[src/rtl/video_timing_pkg.sv]
// Shared constants for the raster timing generator: sync polarity levels and
// standard mode presets that instantiation sites unpack into parameters.
package video_timing_pkg;

    localparam bit POL_LOW  = 1'b0;
    localparam bit POL_HIGH = 1'b1;

    typedef struct packed {
        int unsigned h_visible;
        int unsigned h_front;
        int unsigned h_sync;
        int unsigned h_back;
        int unsigned v_visible;
        int unsigned v_front;
        int unsigned v_sync;
        int unsigned v_back;
        bit          hsync_pol;
        bit          vsync_pol;
    } timing_preset_t;

    localparam timing_preset_t PRESET_VGA_640X480_60 = '{
        h_visible: 640,  h_front: 16,  h_sync: 96, h_back: 48,
        v_visible: 480,  v_front: 10,  v_sync: 2,  v_back: 33,
        hsync_pol: POL_LOW,  vsync_pol: POL_LOW
    };

    localparam timing_preset_t PRESET_720P60 = '{
        h_visible: 1280, h_front: 110, h_sync: 40, h_back: 220,
        v_visible: 720,  v_front: 5,   v_sync: 5,  v_back: 20,
        hsync_pol: POL_HIGH, vsync_pol: POL_HIGH
    };

    localparam timing_preset_t PRESET_1080P60 = '{
        h_visible: 1920, h_front: 88,  h_sync: 44, h_back: 148,
        v_visible: 1080, v_front: 4,   v_sync: 5,  v_back: 36,
        hsync_pol: POL_HIGH, vsync_pol: POL_HIGH
    };

    function automatic int unsigned preset_h_total(input timing_preset_t p);
        return p.h_visible + p.h_front + p.h_sync + p.h_back;
    endfunction

    function automatic int unsigned preset_v_total(input timing_preset_t p);
        return p.v_visible + p.v_front + p.v_sync + p.v_back;
    endfunction

endpackage

[src/rtl/video_timing_counter.sv]
// Generic modulo-N counter with count enable, clear and terminal-count carry.
module video_timing_counter #(
    parameter int unsigned N     = 800,
    parameter int unsigned WIDTH = 12
) (
    input  logic             clk,
    input  logic             reset,
    input  logic             clear,
    input  logic             enable,
    output logic [WIDTH-1:0] count,
    output logic             carry
);

    localparam logic [WIDTH-1:0] LAST = WIDTH'(N - 1);

    // Carry is gated by enable so it can directly cascade into the next stage.
    assign carry = enable && (count == LAST);

    always_ff @(posedge clk) begin
        if (reset || clear) begin
            count <= '0;
        end else if (enable) begin
            count <= carry ? '0 : count + WIDTH'(1);
        end
    end

endmodule

[src/rtl/video_timing_generator.sv]
// Parametrised raster timing generator (hsync/vsync/de/coordinates/strobes).
// Optional test pattern output out_data is enabled by VIDEO_TIMING_PATTERN_EN.
module video_timing_generator
    import video_timing_pkg::*;
#(
    parameter int unsigned H_VISIBLE = 640,
    parameter int unsigned H_FRONT   = 16,
    parameter int unsigned H_SYNC    = 96,
    parameter int unsigned H_BACK    = 48,
    parameter int unsigned V_VISIBLE = 480,
    parameter int unsigned V_FRONT   = 10,
    parameter int unsigned V_SYNC    = 2,
    parameter int unsigned V_BACK    = 33,
    parameter bit          HSYNC_POL = POL_LOW,
    parameter bit          VSYNC_POL = POL_LOW,
    parameter int unsigned H_WIDTH   = 12,
    parameter int unsigned V_WIDTH   = 12
) (
    input  logic               clk,
    input  logic               reset,
    input  logic               enable,
    output logic               out_hsync,
    output logic               out_vsync,
    output logic               out_de,
    output logic [H_WIDTH-1:0] out_x,
    output logic [V_WIDTH-1:0] out_y,
    output logic               out_line_start,
    output logic               out_frame_start
`ifdef VIDEO_TIMING_PATTERN_EN
    ,
    output logic [23:0]        out_data
`endif
);

    localparam int unsigned H_TOTAL    = H_VISIBLE + H_FRONT + H_SYNC + H_BACK;
    localparam int unsigned V_TOTAL    = V_VISIBLE + V_FRONT + V_SYNC + V_BACK;
    localparam int unsigned H_HS_START = H_VISIBLE + H_FRONT;
    localparam int unsigned H_HS_END   = H_HS_START + H_SYNC;
    localparam int unsigned V_VS_START = V_VISIBLE + V_FRONT;
    localparam int unsigned V_VS_END   = V_VS_START + V_SYNC;

    generate
        if (H_SYNC < 1 || V_SYNC < 1 || H_VISIBLE < 1 || V_VISIBLE < 1) begin : g_bad_params
            $error("video_timing_generator: H_SYNC, V_SYNC, H_VISIBLE and V_VISIBLE must be >= 1");
        end
    endgenerate

    logic [H_WIDTH-1:0] h;
    logic [V_WIDTH-1:0] v;
    logic               h_carry;

    // Dropping enable clears both stages so the next run starts at the origin.
    video_timing_counter #(
        .N     (H_TOTAL),
        .WIDTH (H_WIDTH)
    ) u_h_counter (
        .clk    (clk),
        .reset  (reset),
        .clear  (~enable),
        .enable (enable),
        .count  (h),
        .carry  (h_carry)
    );

    video_timing_counter #(
        .N     (V_TOTAL),
        .WIDTH (V_WIDTH)
    ) u_v_counter (
        .clk    (clk),
        .reset  (reset),
        .clear  (~enable),
        .enable (h_carry),
        .count  (v),
        .carry  ()
    );

    logic hs_active;
    logic vs_active;
    logic de;

    always_comb begin
        hs_active = (32'(h) >= H_HS_START) && (32'(h) < H_HS_END);
        vs_active = (32'(v) >= V_VS_START) && (32'(v) < V_VS_END);
        de        = (32'(h) < H_VISIBLE) && (32'(v) < V_VISIBLE);
    end

    always_ff @(posedge clk) begin
        if (reset || !enable) begin
            out_hsync       <= ~HSYNC_POL;
            out_vsync       <= ~VSYNC_POL;
            out_de          <= 1'b0;
            out_x           <= '0;
            out_y           <= '0;
            out_line_start  <= 1'b0;
            out_frame_start <= 1'b0;
        end else begin
            out_hsync       <= hs_active ? HSYNC_POL : ~HSYNC_POL;
            out_vsync       <= vs_active ? VSYNC_POL : ~VSYNC_POL;
            out_de          <= de;
            out_x           <= de ? h : '0;
            out_y           <= de ? v : '0;
            out_line_start  <= (h == '0);
            out_frame_start <= (h == '0) && (v == '0);
        end
    end

`ifdef VIDEO_TIMING_PATTERN_EN
    logic [7:0] x8;
    logic [7:0] y8;

    always_comb begin
        x8 = 8'(h);
        y8 = 8'(v);
    end

    always_ff @(posedge clk) begin
        if (reset || !enable || !de) begin
            out_data <= '0;
        end else begin
            out_data <= {x8, y8, x8 ^ y8};
        end
    end
`endif

endmodule
[config.mk]
export PLATFORM = sky130hd
export DESIGN_NAME = video_timing_generator
export DESIGN_NICKNAME = d
export VERILOG_FILES = /design/src/rtl/video_timing_pkg.sv /design/src/rtl/video_timing_counter.sv /design/src/rtl/video_timing_generator.sv
export SDC_FILE = /design/constraint.sdc
export NUM_CORES = 1
export LEC_CHECK = 0
export BUFFER_PORTS_ARGS = -buffer_cell sky130_fd_sc_hd__buf_2
export CAP_MARGIN = 10
export CORE_AREA = 2 2 70 72
export DETAILED_ROUTE_END_ITERATION = 10
export DIE_AREA = 0 0 72 74
export GPL_TIMING_DRIVEN = 0
export SYNTH_ARGS = -nofsm -noshare
export SYNTH_HDL_FRONTEND = slang
export SYNTH_SLANG_ARGS = --single-unit
[constraint.sdc]
create_clock -name clk -period 2.85 [get_ports clk]
set_input_delay 0.855 -clock clk [delete_from_list [all_inputs] [get_ports clk]]
set_output_delay 0.855 -clock clk [all_outputs]
set_load 0.03 [all_outputs]
Word-level counts from Yosys, hierarchy flattened
Cells that the tools add are included.

storage, ports and cells
  output and inout port bits = 29
  logic and storage cells = 37
  input bits = 3
  bits in registers = 53

operators by class
  reduce and logical (&&, ||, !) cells = 12
  bitwise gates (word level) = 2
  order comparisons = 6
  muxes and demuxes = 4
  equal/unequal tests = 2
  $add $sub $neg = 2

operator list
  kind                                                                     count
  12-bit by 1-bit adder with 12-bit output, second input constant          2
  12-bit by 10-bit == test with 1-bit output, second input constant        2
  12-bit logical NOT                                                       2
  12-bit by 10-bit < comparator with 1-bit output, second input constant   2
  12-bit by 9-bit < comparator with 1-bit output, second input constant    2
  12-bit 2-to-1 mux                                                        2
  12-bit by 10-bit >= comparator with 1-bit output, second input constant  1
  12-bit by 9-bit >= comparator with 1-bit output, second input constant   1
  1-bit logical AND                                                        6
  1-bit logical OR                                                         2
  1-bit 2-to-1 mux                                                         2
  1-bit inverter                                                           2
  2-bit OR reduction                                                       1
  1-bit logical NOT                                                        1

Depth between registers and ports, before layout
Gate-level depths: netlist (run 1).

  depth after elaboration = 4
  depth in mapped cells = 7
  gate-level depth less buffers = 6

By module
A second synthesis (run 1) with hierarchy kept.

unflattened totals
  cell total of the unflattened synthesis = 217
  area total of the unflattened synthesis = 2282.2 sq um

modules (own cells, without submodules)
  module                               times used  cells each  area an instance (sq um)  seq. area each (sq um)
  video_timing_generator               1           82          1069.8                    580.6
  video_timing_counter at u_v_counter  1           71          639.4                     240.2
  video_timing_counter at u_h_counter  1           64          573.0                     240.2

Worst setup path before layout (run 1)
OpenSTA, ideal clock, no wires.

  path type = input to register
  from = in enable
  to = reg u_v_counter.count[10]
  required time = 2.778 ns
  library setup time = 0.072 ns
  buffers on the path = 1
  stages on the path = 5
  arrival = 2.389 ns
  path slack = 0.389 ns
  cell sequence = nand4_1 > or4_4 > buf_6 > or4_1 > a21oi_1

between the ends
  word-level cells in the longest chain between the ends = 3
  elaborated cells on any way between the ends = 5
  classes of those cells = 1 x mux; 1 x bitwise; 3 x reduce/logical

ends and longest elaborated chain
  what                            line                          source
  start: declaration              video_timing_generator.sv:21  input logic enable,
  1-bit logical AND (2 in a row)  video_timing_counter.sv:17    assign carry = enable && (count == LAST);
  12-bit 2-to-1 mux               video_timing_counter.sv:23    count <= carry ? '0 : count + WIDTH'(1);
  end signal: assignment          video_timing_counter.sv:23
  end: declaration                video_timing_counter.sv:10    output logic [WIDTH-1:0] count,

Several ways; a longest one is shown, not always the timed one.
A chain may end at the register's enable or synchronous reset.

Worst setup path after layout (run 1)
  from = in enable
  to = reg u_h_counter.count[9]

between the ends
  word-level cells in the longest chain between the ends = 2
  elaborated cells on any way between the ends = 4
  classes of those cells = 1 x mux; 1 x bitwise; 2 x reduce/logical

ends and longest elaborated chain
  what                                                          line
  1-bit logical AND / 1-bit inverter (equally long branches)    video_timing_counter.sv:17, video_timing_generator.sv:59
  12-bit 2-to-1 mux / 1-bit logical OR (equally long branches)  video_timing_counter.sv:23, video_timing_counter.sv:20
  end signal: assignment                                        video_timing_counter.sv:23
  end: declaration                                              video_timing_counter.sv:10

Several ways; a longest one is shown, not always the timed one.

==> flow_summary.toml, run 1 <==
[run_status]
status = "completed"

[worst_setup_path]
critical_path_class = "in -> reg"
end_kind = "register"
cp.arrival_ns = 2.73
r2r-end = "u_h_counter.count[9]"
crit_path_end = "u_h_counter.count[9]"
worstPathRequired_ns = 3.04
crit_fanout = 10
rr_startpoint = "u_h_counter.count[6]"
reg2reg_slack_ns = 0.40
startpoint = "enable"
reg2reg_depth = 6
cp-start-kind = "primary input"

[die]
core_sq_mm = 0.00460
start_util_pct = 43.6
design.die.area_sq_mm = 0.00533
fp-row-count = 25
die_w_microns = 72
fp.dieH_microns = 74
io_pins = 32

[yosys]
synth.ff_latch_count = 53
yosysWarnings = 0
muxShareOfSynthArea_pct = 0
synth_cell_types = 32
netlist_area_sq_mm = 0.00200
synth_compound_area_share_pct = 7.37
synthAdderAreaFrac_pct = 3.12
synth_seq_area_share_pct = 53.0
yosys.area_share.simple_pct = 28.4
synth_xor_area_share_pct = 4.37
synth_top_family_by_area = "simple AND/OR/NAND/NOR gates"
avgSynthCellArea_sq_um = 9.40
postSynthCellCount = 213

[clock_tree]
ctsResizeCount = 0
cts_made_buffers = 5
root_buffer = "clkbuf_8"
cts_hold_buffers = 0
postCtsSetupBuffers = 0
cts-htree-levels = 2
path_clk_slew_ns = 0.10
max-clock-path-buffers = 2
clock_sinks = 53
insertion_delay_ns = 0.31
cts_tree = "done"

[timing]
slew_headroom_pct = 54.4
clock_skew_ns = 0.00693
rsz0062_at_grt = "false"
tightest_slew_ns = 0.678
finalSetupViolCount = 0
timing.final.hold_violations = 0
fmax_mhz = 394
final.setup.tns_ns = 0
min_period_ns = 2.54
period_share_pct = 89.1
maxSlewViolCount = 0

[global_route]
grt_usage_pct = 15.1
busiest_layer = "met2"
grt_antenna_before_repair = 0
grt.met3_usage_pct = 4.20
grt_pass1_vias = 1363
grt_pass1_wl_mm = 6.22
grt_max_degree = 19
gr-total-overflow = 0
grt_use_met2_pct = 23.8
grt_util_met1_pct = 19.6

[power]
vdd_drop_max_v = 0.000203
internal-power_uw = 936
combPwrFrac_pct = 3.5
p_total_mw = 1.22
switching_share_pct = 23.0
power.leakage_nw = 0.886
powerDensity_mw_per_mm2 = 521
power_frac_clock_pct = 34.8
power_frac_seq_pct = 61.8
p_sw_uw = 280

[drt]
via_count = 1552
routed_wl_mm = 3.78
avgRoutedWirePerCell_microns = 12.2
drt-vias-per-instance = 5.01
drc = 0
postRouteAntennaNets = 0
drt_first_pass_iters = 4
dr.first_iter.drc_count = 64

[layout]
drive_above_1_share_pct = 16.4
area_growth_pct = 16.6
nFillCells = 440
diodes = 0
nNetsFinal = 263

[placed_design]
gp_congestion = 0.866
numPortBuffers = 31
place_hpwl_mm = 2.64

[run]
max-cap-violations = 0

[hold_path]
hold_class = "reg -> reg"
cells by family (layout without fill, tap and decap cells):
group                    Yosys count  count (layout)
AND/OR/NAND/NOR                  102             102
other                              1               5
adder cells (fa/ha/maj)            5               5
buffers and inverters             17              56
AO/OA/AOI/OAI                     25              25
flip-flops                        53              53
XOR/XNOR                          10              10
stage by stage:
step                std cells  hold WS (ns)  utilization [%]  setup WS, ns  area (sq um)
floorplan                 217         0.449                -         0.389          2020
global placement          302         0.474             48.7       -0.0572          2240
detailed placement        302         0.478             48.7       -0.0171          2240
CTS                       310         0.505             50.8         0.294          2330
global route              310         0.528             50.8         0.139          2330
finish                    310         0.501             50.8         0.309          2330
power groups by stage:
stage / clock network, mW / logic [mW] / registers (mW)
after global placement: 0 / 0.0431 / 0.768
after floorplan: 0 / 0.0140 / 0.782
final: 0.423 / 0.0423 / 0.751
after detailed placement: 0 / 0.0427 / 0.768
after CTS: 0.442 / 0.0429 / 0.751
after global routing: 0.468 / 0.0470 / 0.752
worst max-delay path, cell delays in order:
cell,delay (ns)
buf_2,0.11
nand4_1,0.29
or4_4,0.63
buf_6,0.16
clkbuf_1,0.22
nand2_1,0.35
nor2_1,0.09
synthesized netlist by cell type:
master    instances  area (sq um)
dfxtp_1          53          1060
and2_1           20           125
nor2_1           16          60.1
nand2_1          15          56.3
a21oi_1          11          55.1
nand3_1          11          55.1
clkbuf_1          8          30.0
inv_1             8          30.0
nand4_1           7          43.8
xnor2_1           7          61.3
nor4_1            6          37.5
o31ai_1           6          45.0
or4_1             6          45.0
ha_1              5          62.6
or3_1             5          31.3
nor3_1            4          20.0
o21ai_0           4          20.0
xor2_1            3          26.3
nor2b_1           2          12.5
nor3b_1           2          15.0
nor4b_1           2          17.5
or4_4             2          22.5
a211oi_1          1          7.51
a311oi_1          1          8.76
a31oi_1           1          6.26
and2_0            1          6.26
and3_1            1          6.26
and4_1            1          8.76
buf_6             1          11.3
conb_1            1          3.75
nand2b_1          1          6.26
o21ai_1           1          5.00
cell type report:
type                            instances  area [sq um]  share of cell area [%]
Sequential cell                        53          1060                    45.4
Multi-Input combinational cell        147           886                    37.9
Timing Repair Buffer                   31           155                    6.65
Clock buffer                            5          68.8                    2.95
Tap cell                               54          67.6                    2.89
Buffer                                  9          41.3                    1.77
Inverter                                8          30.0                    1.29
Clock inverter                          3          25.0                    1.07
placed cells by master, fill, tap and decap left out, drive strengths merged, types with 2 or more instances in the layout:
master and instances:
xnor2 7, or3 5, xor2 3, or4 8, nand4 7, dfxtp 53
ha 5, nand2 15, o21ai 5, and2 21, conb 5, nand3 11
nor2 16, nor4 6, nor3b 2, nor4b 2, nor2b 2, inv 9
o31ai 6, buf 32, nor3 4, a21oi 11, clkbuf 13
routing by layer:
metal	routed length [microns]	vias to the layer above
li1	-	819
met1	1930	686
met2	1590	39
met3	180	8
met4	80	0
met5	0	-
flip-flops by register name, summed over array words and instances (netlist names):
signal / flops
out_de: 1
out_vsync: 1
out_x: 12
out_y: 12
u_v_counter.count: 12
out_hsync: 1
out_frame_start: 1
out_line_start: 1
u_h_counter.count: 12
how the worst min path moves through the flow:
stage | from | endpoint | slack (ns) | depth (start not counted)
6_report | u_h_counter.count[0] | u_h_counter.count[0] | 0.50 | 1
5_1_grt | u_v_counter.count[11] | u_v_counter.count[11] | 0.53 | 2
4_1_cts | u_h_counter.count[0] | u_h_counter.count[0] | 0.50 | 1
3_5_place_dp | u_h_counter.count[0] | u_h_counter.count[0] | 0.48 | 1
3_3_place_gp | u_h_counter.count[0] | u_h_counter.count[0] | 0.47 | 1
2_1_floorplan | u_h_counter.count[0] | u_h_counter.count[0] | 0.45 | 1
(Power assumes the default switching activity.)
==> run 2, diff against run 1 <==
- CORE_AREA: 2 2 70 72 -> 2 2 67 69
- DIE_AREA: 0 0 72 74 -> 0 0 69 71
- PLACE_DENSITY: not set -> 0.7
==> run 2 against run 1 <==
Effect of this change: cell count shrank 0.65%; critical endpoint is now u_v_counter.count[2]; design area down 0.54%; first-iteration DRC count grew 67%; highest routed layer unchanged; register-to-register slack got worse by 0.02 ns; via count up 0.90%; maximum frequency about the same; clock skew shrank 0.0012 ns; routed wire length decreased by 0.61%; utilization rose by 4.5 points; sequential cell count did not move; combinational power barely moved.
==> flow_summary.toml, run 2 (synthesis results as in run 1) <==
[run_status]
status = "completed"

[layout]
fin_area_sq_mm = 0.00232
area_growth_pct = 15.9
final_cell_mix = "dfxtp_1 (53), buf_2 (31), and2_1 (20)"
layout_commonest_cell = "dfxtp_1"
layoutNonFillerInstCount = 308
nNetsFinal = 263
drive_above_1_share_pct = 15.6
diodes = 0

[drt]
drc = 0
dr.first_iter.drc_count = 107
drt-vias-per-instance = 5.08
routed_wl_mm = 3.75
avgRoutedWirePerCell_microns = 12.2
drt_first_pass_iters = 4
postRouteAntennaNets = 0
via_count = 1566

[clock_tree]
max-clock-path-buffers = 2
cts_made_buffers = 5
root_buffer = "clkbuf_8"
cts_hold_buffers = 0
postCtsSetupBuffers = 0
cts-htree-levels = 2
ctsResizeCount = 0
insertion_delay_ns = 0.30
path_clk_slew_ns = 0.09
clock_sinks = 53
cts_tree = "done"

[die]
core_sq_mm = 0.00420
fp.dieH_microns = 71
io_pins = 32
start_util_pct = 47.6
fp-row-count = 24
design.die.area_sq_mm = 0.00490
die_w_microns = 69

[global_route]
grt_antenna_before_repair = 0
grt_pass1_vias = 1370
gr-total-overflow = 0
grt_pass1_wl_mm = 6.21
grt_usage_pct = 15.5
grt_max_degree = 16

[timing]
rsz0062_at_grt = "false"
timing.final.hold_violations = 0
finalSetupViolCount = 0
clock_skew_ns = 0.00572
final.setup.tns_ns = 0
tightest_slew_ns = 0.677
fmax_mhz = 394
min_period_ns = 2.54
slew_headroom_pct = 54.6
maxSlewViolCount = 0
period_share_pct = 89.1
final.setup.worst_slack_ns = 0.311

[power]
powerDensity_mw_per_mm2 = 515
power.leakage_nw = 0.880
vdd_drop_max_v = 0.000186

[worst_setup_path]
cp.arrival_ns = 2.70
reg2reg_depth = 5
critical_path_class = "in -> reg"
cp-start-kind = "primary input"
end_kind = "register"
worstPathRequired_ns = 3.01
crit_fanout = 10

[hold_path]
hold_class = "reg -> reg"
hold_depth = 2

[placed_design]
numPortBuffers = 31
gp_congestion = 0.808
place_area_sq_mm = 0.00224
place_inst = 300
place_ws_ns = -0.000161
place_hpwl_mm = 2.65

[run]
max-cap-violations = 0
run 2: cell types whose count changed in the layout (fill, tap and decap cells not counted), sizes merged:
cell | before | now
inv | 9 | 8
clkinv | 1 | 0
clkbuf | 13 | 15
run 2: per-stage QoR:
| stage | hold slack [ns] | utilization [%] | total power [mW] |
|---|---|---|---|
| 2_1_floorplan | 0.449 | - | 0.797 |
| 3_3_place_gp | 0.475 | 53.2 | 0.811 |
| 3_5_place_dp | 0.490 | 53.2 | 0.811 |
| 4_1_cts | 0.507 | 55.2 | 1.21 |
| 5_1_grt | 0.542 | 55.2 | 1.24 |
| 6_report | 0.506 | 55.2 | 1.20 |
run 2: final timing paths:
check / slack, ns / to / start
worst max register to register: 0.38 / u_v_counter.count[2] / u_h_counter.count[6]
worst min register to register: 0.51 / u_v_counter.count[11] / u_v_counter.count[11]
worst min-delay path: 0.51 / u_v_counter.count[11] / u_v_counter.count[11]
worst max-delay path: 0.31 / u_v_counter.count[2] / enable
run 2: metal layers:
metal	global-route usage, %	wire length, microns	vias to the layer above
met1	21.2	1860	711
met3	3.85	163	4
li1	-	-	811
met5	0	0	-
met2	23.6	1680	40
met4	6.54	46	0
run 2: area by class of cell:
class | count | area (sq um)
fillers | 416 | 1880
flip-flops and latches | 53 | 1060
well taps | 52 | 65.1
clock buffers | 7 | 76.3
plain buffers | 9 | 41.3
multi-input cells | 147 | 886
repair buffers | 31 | 155
clock inverters | 1 | 7.51
inverters | 8 | 30.0
run 2: critical path, stage by stage:
cell	delay, ns
buf_2	0.11
nand4_1	0.29
or4_4	0.63
buf_6	0.16
o21ai_1	0.55
a21oi_1	0.10
run 2: report_power, final:
group | total (mW) | switching, mW | internal (mW)
Sequential | 0.751 | 0.00317 | 0.748
Combinational | 0.0422 | 0.0312 | 0.0110
Clock | 0.404 | 0.229 | 0.174
Total | 1.20 | 0.264 | 0.933
